`config.mk`:
```
export PLATFORM = sky130hd
export DESIGN_NAME = alu_arbiter
export DESIGN_NICKNAME = d
export VERILOG_FILES = /design/src/rtl/alu_arbiter.sv
export SDC_FILE = /design/constraint.sdc
export NUM_CORES = 1
export LEC_CHECK = 0
export BUFFER_PORTS_ARGS = -buffer_cell sky130_fd_sc_hd__clkbuf_2
export CORE_ASPECT_RATIO = 1.1
export CORE_MARGIN = 2
export CORE_UTILIZATION = 40
export DETAILED_ROUTE_END_ITERATION = 10
export PLACE_DENSITY = 0.79
export SETUP_SLACK_MARGIN = 0.05
export SYNTH_ARGS = -nofsm -noshare
export SYNTH_HDL_FRONTEND = slang
export SYNTH_SLANG_ARGS = --single-unit
```
`constraint.sdc`:
```
create_clock -name clk -period 4.7 [get_ports clk]
set_clock_uncertainty 0.2 [all_clocks]
set_input_delay 0.47 -clock clk [delete_from_list [all_inputs] [get_ports clk]]
set_output_delay 0.47 -clock clk [all_outputs]
set_load 0.005 [all_outputs]
```
`src/rtl/alu_arbiter.sv`:
```
// alu_arbiter: two-port round-robin front end for one shared combinational ALU.
// One transaction is in flight at a time: a request is accepted in IDLE, its
// operands drive the ALU for one EXEC cycle, and the captured result is then
// held in RESP until the owning port takes it.
module alu_arbiter #(
    parameter int WIDTH = 32
) (
    input  logic             clk,
    input  logic             reset_n,
    input  logic [1:0]       req_valid,
    output logic [1:0]       req_ready,
    input  logic [WIDTH-1:0] req_a0,
    input  logic [WIDTH-1:0] req_b0,
    input  logic [WIDTH-1:0] req_a1,
    input  logic [WIDTH-1:0] req_b1,
    input  logic [2:0]       req_op0,
    input  logic [2:0]       req_op1,
    output logic [1:0]       rsp_valid,
    input  logic [1:0]       rsp_ready,
    output logic [WIDTH-1:0] rsp_result,
    output logic [WIDTH-1:0] alu_srca,
    output logic [WIDTH-1:0] alu_srcb,
    output logic [2:0]       alu_control,
    input  logic [WIDTH-1:0] alu_result,
    output logic             busy
);

    localparam logic [1:0] IDLE = 2'd0;
    localparam logic [1:0] EXEC = 2'd1;
    localparam logic [1:0] RESP = 2'd2;

    logic [1:0]       state_reg;
    logic [1:0]       state_next;
    logic             last_grant_reg;
    logic             owner_reg;
    logic [WIDTH-1:0] srca_reg;
    logic [WIDTH-1:0] srcb_reg;
    logic [2:0]       control_reg;
    logic [WIDTH-1:0] result_reg;

    logic             grant;
    logic             accept;
    logic             handshake;
    logic [WIDTH-1:0] sel_a;
    logic [WIDTH-1:0] sel_b;
    logic [2:0]       sel_op;

    // Pick the port to serve: a lone requester wins outright, contention
    // goes to the port that was not served last.
    always_comb begin
        grant = 1'b0;
        if (req_valid == 2'b10) begin
            grant = 1'b1;
        end else if (req_valid == 2'b11) begin
            grant = ~last_grant_reg;
        end
    end

    // Per-port handshake outputs; req_ready is forced low while reset is held.
    generate
        for (genvar gi = 0; gi < 2; gi++) begin : g_port
            assign req_ready[gi] = reset_n && (state_reg == IDLE) && req_valid[gi]
                                   && (grant == 1'(gi));
            assign rsp_valid[gi] = (state_reg == RESP) && (owner_reg == 1'(gi));
        end
    endgenerate

    assign accept    = |req_ready;
    assign handshake = (state_reg == RESP) && rsp_ready[owner_reg];

    assign sel_a  = grant ? req_a1  : req_a0;
    assign sel_b  = grant ? req_b1  : req_b0;
    assign sel_op = grant ? req_op1 : req_op0;

    // Transaction sequencing: IDLE -> EXEC -> RESP -> IDLE on the owner's handshake.
    always_comb begin
        state_next = state_reg;
        case (state_reg)
            IDLE:    if (accept) state_next = EXEC;
            EXEC:    state_next = RESP;
            RESP:    if (handshake) state_next = IDLE;
            default: state_next = IDLE;
        endcase
    end

    // Control state: FSM, round-robin pointer and the owner of the in-flight op.
    always_ff @(posedge clk or negedge reset_n) begin
        if (!reset_n) begin
            state_reg      <= IDLE;
            last_grant_reg <= 1'b1;
            owner_reg      <= 1'b0;
        end else begin
            state_reg <= state_next;
            if (accept) begin
                last_grant_reg <= grant;
                owner_reg      <= grant;
            end
        end
    end

    // Datapath: ALU operands are latched on accept and held until the next
    // accept; the ALU output is sampled only at the end of EXEC, so no output
    // depends combinationally on alu_result.
    always_ff @(posedge clk or negedge reset_n) begin
        if (!reset_n) begin
            srca_reg    <= '0;
            srcb_reg    <= '0;
            control_reg <= 3'b000;
            result_reg  <= '0;
        end else begin
            if (accept) begin
                srca_reg    <= sel_a;
                srcb_reg    <= sel_b;
                control_reg <= sel_op;
            end
            if (state_reg == EXEC) begin
                result_reg <= alu_result;
            end
        end
    end

    assign alu_srca    = srca_reg;
    assign alu_srcb    = srcb_reg;
    assign alu_control = control_reg;
    assign rsp_result  = result_reg;
    assign busy        = (state_reg != IDLE);

endmodule
```
==> results of run 1 <==
## cells by family (layout without fill, tap and decap cells)
kind of cell	count (synthesis)	count (layout)	share of synthesized area, %
muxes	33	33	8.25
AOI/OAI and AO/OA	139	139	28.1
and+or+nand+nor	13	13	1.86
buffers and inverters	43	298	4.53
DFF	103	103	57.3
## power by group
group,switching [mW],internal [mW]
sequential,0.271,1.31
clock,0.306,0.403
combinational,0.660,0.834
## worst reg2reg max path, cell delays in order, from the launching register on
cell and delay (ps):
dfrtp_1 480, or3b_4 480, nor2_4 200, buf_4 600
a2bb2oi_1 270
## layout by cell type (no fill, tap or decap), drive strengths merged, types with 2 or more instances in the layout
cell type / netlist / layout
a2bb2oi: 67 / 67
buf: 16 / 9
clkbuf: 25 / 283
clkinvlp: 0 / 2
dfrtp: 102 / 102
inv: 2 / 2
mux2: 33 / 33
nand2b: 2 / 2
nor2: 6 / 6
o32ai: 67 / 67
## final cells by class
cell class / instances / area (um^2)
clock buffer: 9 / 225
clock inverter: 4 / 50.0
fill: 908 / 4740
inverter: 2 / 7.51
multi-input combinational: 185 / 1730
sequential: 103 / 2580
tap: 147 / 184
timing repair buffer: 283 / 1440
## synthesized netlist by cell type, drive strengths merged (2+ instances only)
master,count
inv,2
clkbuf,25
nand2b,2
o32ai,67
buf,16
nor2,6
a2bb2oi,67
mux2,33
dfrtp,102
## per-stage QoR
stage | area [um^2] | worst slack, ps | total power [mW] | hold WS [ps] | cells
after floorplan | 4500 | 2940 | 2.40 | -25.6 | 331
after global placement | 5940 | 2190 | 3.05 | 291 | 720
after detailed placement | 5940 | 2160 | 3.10 | 296 | 720
after CTS | 6220 | 2210 | 3.83 | 98.6 | 733
after global routing | 6220 | 2150 | 4.03 | 130 | 733
final | 6220 | 2230 | 3.79 | 79.7 | 733
## layer usage
metal	wire, um	vias up
li1	-	1851
met1	5340	1984
met3	857	20
met5	0	-
met2	6540	196
met4	249	0
## final timing paths
path	startpoint	endpoint	slack [ps]	cells after the start
setup / recovery	last_grant_reg$_DFFE_PN1P_	req_ready[1]	2230	3
hold / removal	reset_n	alu_srcb[26]$_DFFE_PN0P_	80	2
setup reg to reg	state_reg[1]$_DFFE_PN0P_	alu_srcb[13]$_DFFE_PN0P_	2390	4
hold reg to reg	rsp_result[22]$_DFFE_PN0N_	rsp_result[22]$_DFFE_PN0N_	310	1
max in group asynchronous	reset_n	alu_srca[15]$_DFFE_PN0P_	3110	3
min in group clk	alu_result[14]	rsp_result[14]$_DFFE_PN0N_	160	2
==> flow_metrics.py, run 1 <==
metrics = {
    "logic_synthesis": {
        "netlist_area_mm2": 0.00450,
        "ys_seq_area_share_pct": 57.3,
        "synth_edf_count": 0,
        "yosysWarnings": 0,
        "ys_ff_latch": 103,
        "ys.flop_type": "dfrtp_1",
        "postSynthAreaPerCell_um2": 13.6,
        "async_flop_share_pct": 100,
        "syn_inst": 331,
        "netlist_top_cells_area": "dfrtp_1 (57%), o32ai_1 (13%), a2bb2oi_1 (11%)",
        "synth_top_area_share_pct": 56.7,
        "syn_nets": 503,
        "synth_largest_area_cell": "dfrtp_1",
        "synth_cell_types": 25,
    },
    "job": {
        "maxCapViolCount": 0,
    },
    "floorplan": {
        "ios": 276,
        "num_rows": 40,
        "chipWidth_um": 105,
        "fp.dieH_um": 115,
        "start_util_pct": 41.1,
        "core_area_mm2": 0.0110,
        "die_area_mm2": 0.0121,
    },
    "cts": {
        "cts_sinks": 103,
        "clock_latency_ps": 330,
        "cts_buffer_depth": 2,
        "cts-root-buf": "clkbuf_16",
        "numCtsBuffers": 9,
        "cts_setup_buffers": 0,
        "postCtsHoldBufs": 0,
        "htreeDepth": 3,
        "path_clk_slew_ps": 70,
        "cts_tree": "yes",
        "cts-resized-gates": 0,
    },
    "global_route": {
        "busiest_layer": "met2",
        "grt_pass1_wl_um": 20400,
        "grt_use_total_pct": 21.1,
        "grt_max_degree": 70,
        "grt_antenna_before_repair": 0,
        "grt_pass1_vias": 4004,
        "met2_usage_pct": 36.1,
        "grt_use_met1_pct": 26.4,
        "use_met3_pct": 4.42,
        "gr-total-overflow": 0,
    },
    "timing": {
        "fin_setup_tns_ps": 0,
        "slew_viol_final": 0,
        "finalSetupViolCount": 0,
        "worst_slew_pin_slew_ps": 1110,
        "grt_setup_unrepaired": "no",
        "post-route-period-util_pct": 52.6,
        "relSlewSlack_pct": 25.9,
        "hold_viol": 0,
        "max_freq_ghz": 0.405,
        "layout_min_cycle_time_ps": 2470,
    },
    "layout": {
        "drive_above_1_share_pct": 59.0,
        "nets": 756,
        "diodes": 0,
        "final_util_pct": 56.7,
        "syn2layout_area_growth_pct": 38.1,
    },
    "routing": {
        "vias_per_cell": 5.53,
        "vias": 4051,
        "routed_wl_um": 13000,
        "ant_nets": 0,
        "dr.pass1.iters": 4,
        "drc": 0,
        "drt_iter0_drc": 195,
        "wl_per_cell_um": 17.7,
    },
    "setup_path": {
        "cp-start-kind": "flop",
        "cpPeakStageDelay_ps": 570,
        "cp_max_fo": 29,
        "critPathKind": "flop to primary output",
        "crit_family": "flip-flops",
        "crit_path_end_kind": "primary output",
        "slowest_stage": "dfstp_2",
        "cp.required_ps": 4030,
        "critPathArrivalTime_ps": 1800,
        "crit_path_cell_trace": "a21bo_2, nor2_1, clkbuf_2",
        "critPathBufInv": 1,
    },
    "power": {
        "leakage_nw": 2.94,
        "p_per_area_mw_per_mm2": 609,
        "ir_drop_mv": 0.283,
    },
    "placement": {
        "gp_congestion": 0.766,
        "portBuffers": 275,
        "dpl.hpwl_um": 9470,
    },
    "hold_path": {
        "min_path_type": "input pin to async pin",
    },
    "status": {
        "status": "finished, final reports clean",
    },
}
Note: power is estimated with default switching activity, not from simulation.
==> run 2, diff against run 1 <==
--- a/config.mk
+++ b/config.mk
@@ -5,12 +5,13 @@
 export SDC_FILE = /design/constraint.sdc
 export NUM_CORES = 1
 export LEC_CHECK = 0
+export ABC_AREA = 1
 export BUFFER_PORTS_ARGS = -buffer_cell sky130_fd_sc_hd__clkbuf_2
 export CORE_ASPECT_RATIO = 1.1
 export CORE_MARGIN = 2
 export CORE_UTILIZATION = 40
 export DETAILED_ROUTE_END_ITERATION = 10
-export PLACE_DENSITY = 0.79
+export PLACE_DENSITY = 0.77
 export SETUP_SLACK_MARGIN = 0.05
 export SYNTH_ARGS = -nofsm -noshare
 export SYNTH_HDL_FRONTEND = slang
==> constraint.sdc (replaced) <==
create_clock -name clk -period 2.4 [get_ports clk]
set_clock_uncertainty 0.2 [all_clocks]
set_input_delay 0.24 -clock clk [delete_from_list [all_inputs] [get_ports clk]]
set_output_delay 0.24 -clock clk [all_outputs]
set_load 0.005 [all_outputs]
==> flow_metrics.py, run 2 <==
metrics = {
    "status": {
        "status": "finished, final reports clean",
    },
    "routing": {
        "dr.pass1.iters": 4,
        "drt_iter0_drc": 381,
        "wl_per_cell_um": 14.0,
        "vias_per_cell": 4.90,
        "routed_wl_um": 16400,
        "vias": 5740,
        "ant_nets": 0,
        "drc": 0,
    },
    "logic_synthesis": {
        "post-synth-top-count-cell": "nand2_1",
        "ys_seq_area_share_pct": 51.1,
        "synth_edf_count": 0,
        "ys_ff_latch": 103,
        "netlist_area_mm2": 0.00505,
        "postSynthAreaPerCell_um2": 7.40,
        "yosysWarnings": 0,
        "synth_top_area_share_pct": 50.5,
        "syn_nets": 855,
        "syn_inst": 683,
        "synth_largest_area_cell": "dfrtp_1",
        "netlist_top_cells_area": "dfrtp_1 (51%), nand2_1 (25%), nand3_1 (17%)",
        "ys.flop_type": "dfrtp_1",
        "synth_common_cells": "nand2_1 (342), nand3_1 (168), dfrtp_1 (102)",
        "async_flop_share_pct": 100,
        "synth_cell_types": 16,
    },
    "setup_path": {
        "critPathKind": "input pin to primary output",
        "crit_path_end_kind": "primary output",
        "cp_max_fo": 11,
        "critPathArrivalTime_ps": 1670,
        "crit_path_cell_trace": "dlygate4sd3_1, buf_4, inv_1, nor2_1, nand2_2, buf_4, inv_1, clkbuf_2",
        "cpPeakStageDelay_ps": 560,
        "rrSetupSlack_ps": 540,
        "slowest_stage": "dlygate4sd3_1",
        "crit_family": "buffers and inverters",
        "cp.required_ps": 1960,
        "cp-start-kind": "input pin",
        "critPathBufInv": 6,
    },
    "global_route": {
        "grt_use_met1_pct": 30.0,
        "gr-total-overflow": 0,
        "use_met3_pct": 4.13,
        "met2_usage_pct": 42.3,
        "grt_pass1_vias": 5515,
        "grt_pass1_wl_um": 26500,
        "grt_use_total_pct": 24.1,
        "grt_antenna_before_repair": 0,
        "grt_max_degree": 72,
        "busiest_layer": "met2",
    },
    "layout": {
        "diodes": 0,
        "syn2layout_area_growth_pct": 50.1,
        "nets": 1181,
        "final_common_cell": "nand2_1",
        "final_cell_mix": "nand2_1 (340), clkbuf_2 (274), nand3_1 (167)",
        "fillCellCount": 1135,
        "drive_above_1_share_pct": 31.3,
    },
    "cts": {
        "path_clk_slew_ps": 70,
        "htreeDepth": 3,
        "cts-resized-gates": 0,
        "clock_latency_ps": 330,
        "cts_buffer_depth": 2,
        "cts-root-buf": "clkbuf_16",
        "cts_tree": "yes",
        "numCtsBuffers": 9,
        "cts_sinks": 103,
    },
    "floorplan": {
        "ios": 276,
        "chipWidth_um": 111,
        "num_rows": 43,
        "core_area_mm2": 0.0125,
        "die_area_mm2": 0.0135,
        "start_util_pct": 40.5,
        "fp.dieH_um": 122,
    },
    "placement": {
        "dpl_worst_slack_ps": 641,
        "dpl.hpwl_um": 10700,
        "gp_congestion": 0.809,
        "portBuffers": 275,
    },
    "timing": {
        "setup_slack_ps": 288,
        "slew_viol_final": 0,
        "layout_min_cycle_time_ps": 2110,
        "worst_slew_pin_slew_ps": 893,
        "relSlewSlack_pct": 40.5,
        "grt_setup_unrepaired": "no",
        "finalSetupViolCount": 0,
        "hold_viol": 0,
        "fin_setup_tns_ps": 0,
        "post-route-period-util_pct": 88.0,
        "max_freq_ghz": 0.473,
    },
    "hold_path": {
        "min_path_type": "input pin to flop",
    },
    "job": {
        "maxCapViolCount": 0,
    },
    "power": {
        "leakage_nw": 4.51,
        "ir_drop_mv": 0.521,
        "p_per_area_mw_per_mm2": 1000,
    },
}
==> run 2: changes by cell type after synthesis, moves of 9 or more <==
cell and change:
nand3_1 +168, mux2_2 -33, buf_2 +10, a2bb2oi_2 -9, nand2_1 +342, o32ai_1 -67
a2bb2oi_1 -58
==> run 2: cell type report <==
cell class	count	area, um^2	share of cell area, %
Sequential cell	103	2580	34.0
Timing Repair Buffer	368	2290	30.2
Multi-Input combinational cell	519	2190	28.9
Clock buffer	11	243	3.20
Tap cell	157	196	2.59
Clock inverter	5	57.6	0.759
Inverter	8	30.0	0.396
==> run 2: report_power, final <==
group          total, mW  switching (mW)  internal (mW)
registers           3.05           0.475           2.58
clock network       1.47           0.632          0.838
logic               3.06            1.73           1.33
==> run 2: kinds of logic after synthesis <==
logic type             Yosys count  synth area share, %
buffers and inverters           61                 5.99
DFF                            103                 51.1
and+or+nand+nor                517                 42.7
AOI/OAI and AO/OA                2                0.272
==> run 2: worst register-to-register path, delay by kind of cell (launching register included) <==
family	cells	cell delay [ps]
and+or+nand+nor	3	230
DFF	1	400
buffers and inverters	3	910
==> run 2: repair_timing <==
action                                  in CTS  in global routing
endpoints found under the setup margin       0                  0
hold endpoints to repair                   103                  0
setup buffers                                0                  0
hold buffers                                74                  0
==> run 2: layer usage <==
| layer | share of wire, % | vias to the layer above |
|---|---|---|
| li1 | - | 2825 |
| met1 | 41 | 2632 |
| met2 | 50 | 248 |
| met3 | 6.6 | 35 |
| met4 | 2.5 | 0 |
| met5 | 0 | - |
==> run 2: worst paths after layout <==
check	start	endpoint	cells past startpoint
max	reset_n	req_ready[1]	8
min	req_a0[22]	alu_srca[22]$_DFFE_PN0P_	5
max reg2reg	state_reg[1]$_DFFE_PN0P_	state_reg[1]$_DFFE_PN0P_	6
min reg2reg	last_grant_reg$_DFFE_PN1P_	last_grant_reg$_DFFE_PN1P_	2
max in group asynchronous	reset_n	alu_srcb[7]$_DFFE_PN0P_	3
min in group asynchronous	reset_n	alu_srca[22]$_DFFE_PN0P_	3
==> run 2: metrics by stage <==
stage	cells	instance area, um^2	hold WS [ps]	power, mW	util [%]
final	1171	7580	5.46	7.58	60.7
after detailed placement	1081	6540	167	6.03	52.4
after floorplan	683	5050	-256	4.55	-
after CTS	1171	7580	0.371	7.62	60.7
after global routing	1171	7580	33.4	8.19	60.7
after global placement	1081	6540	161	5.94	52.4
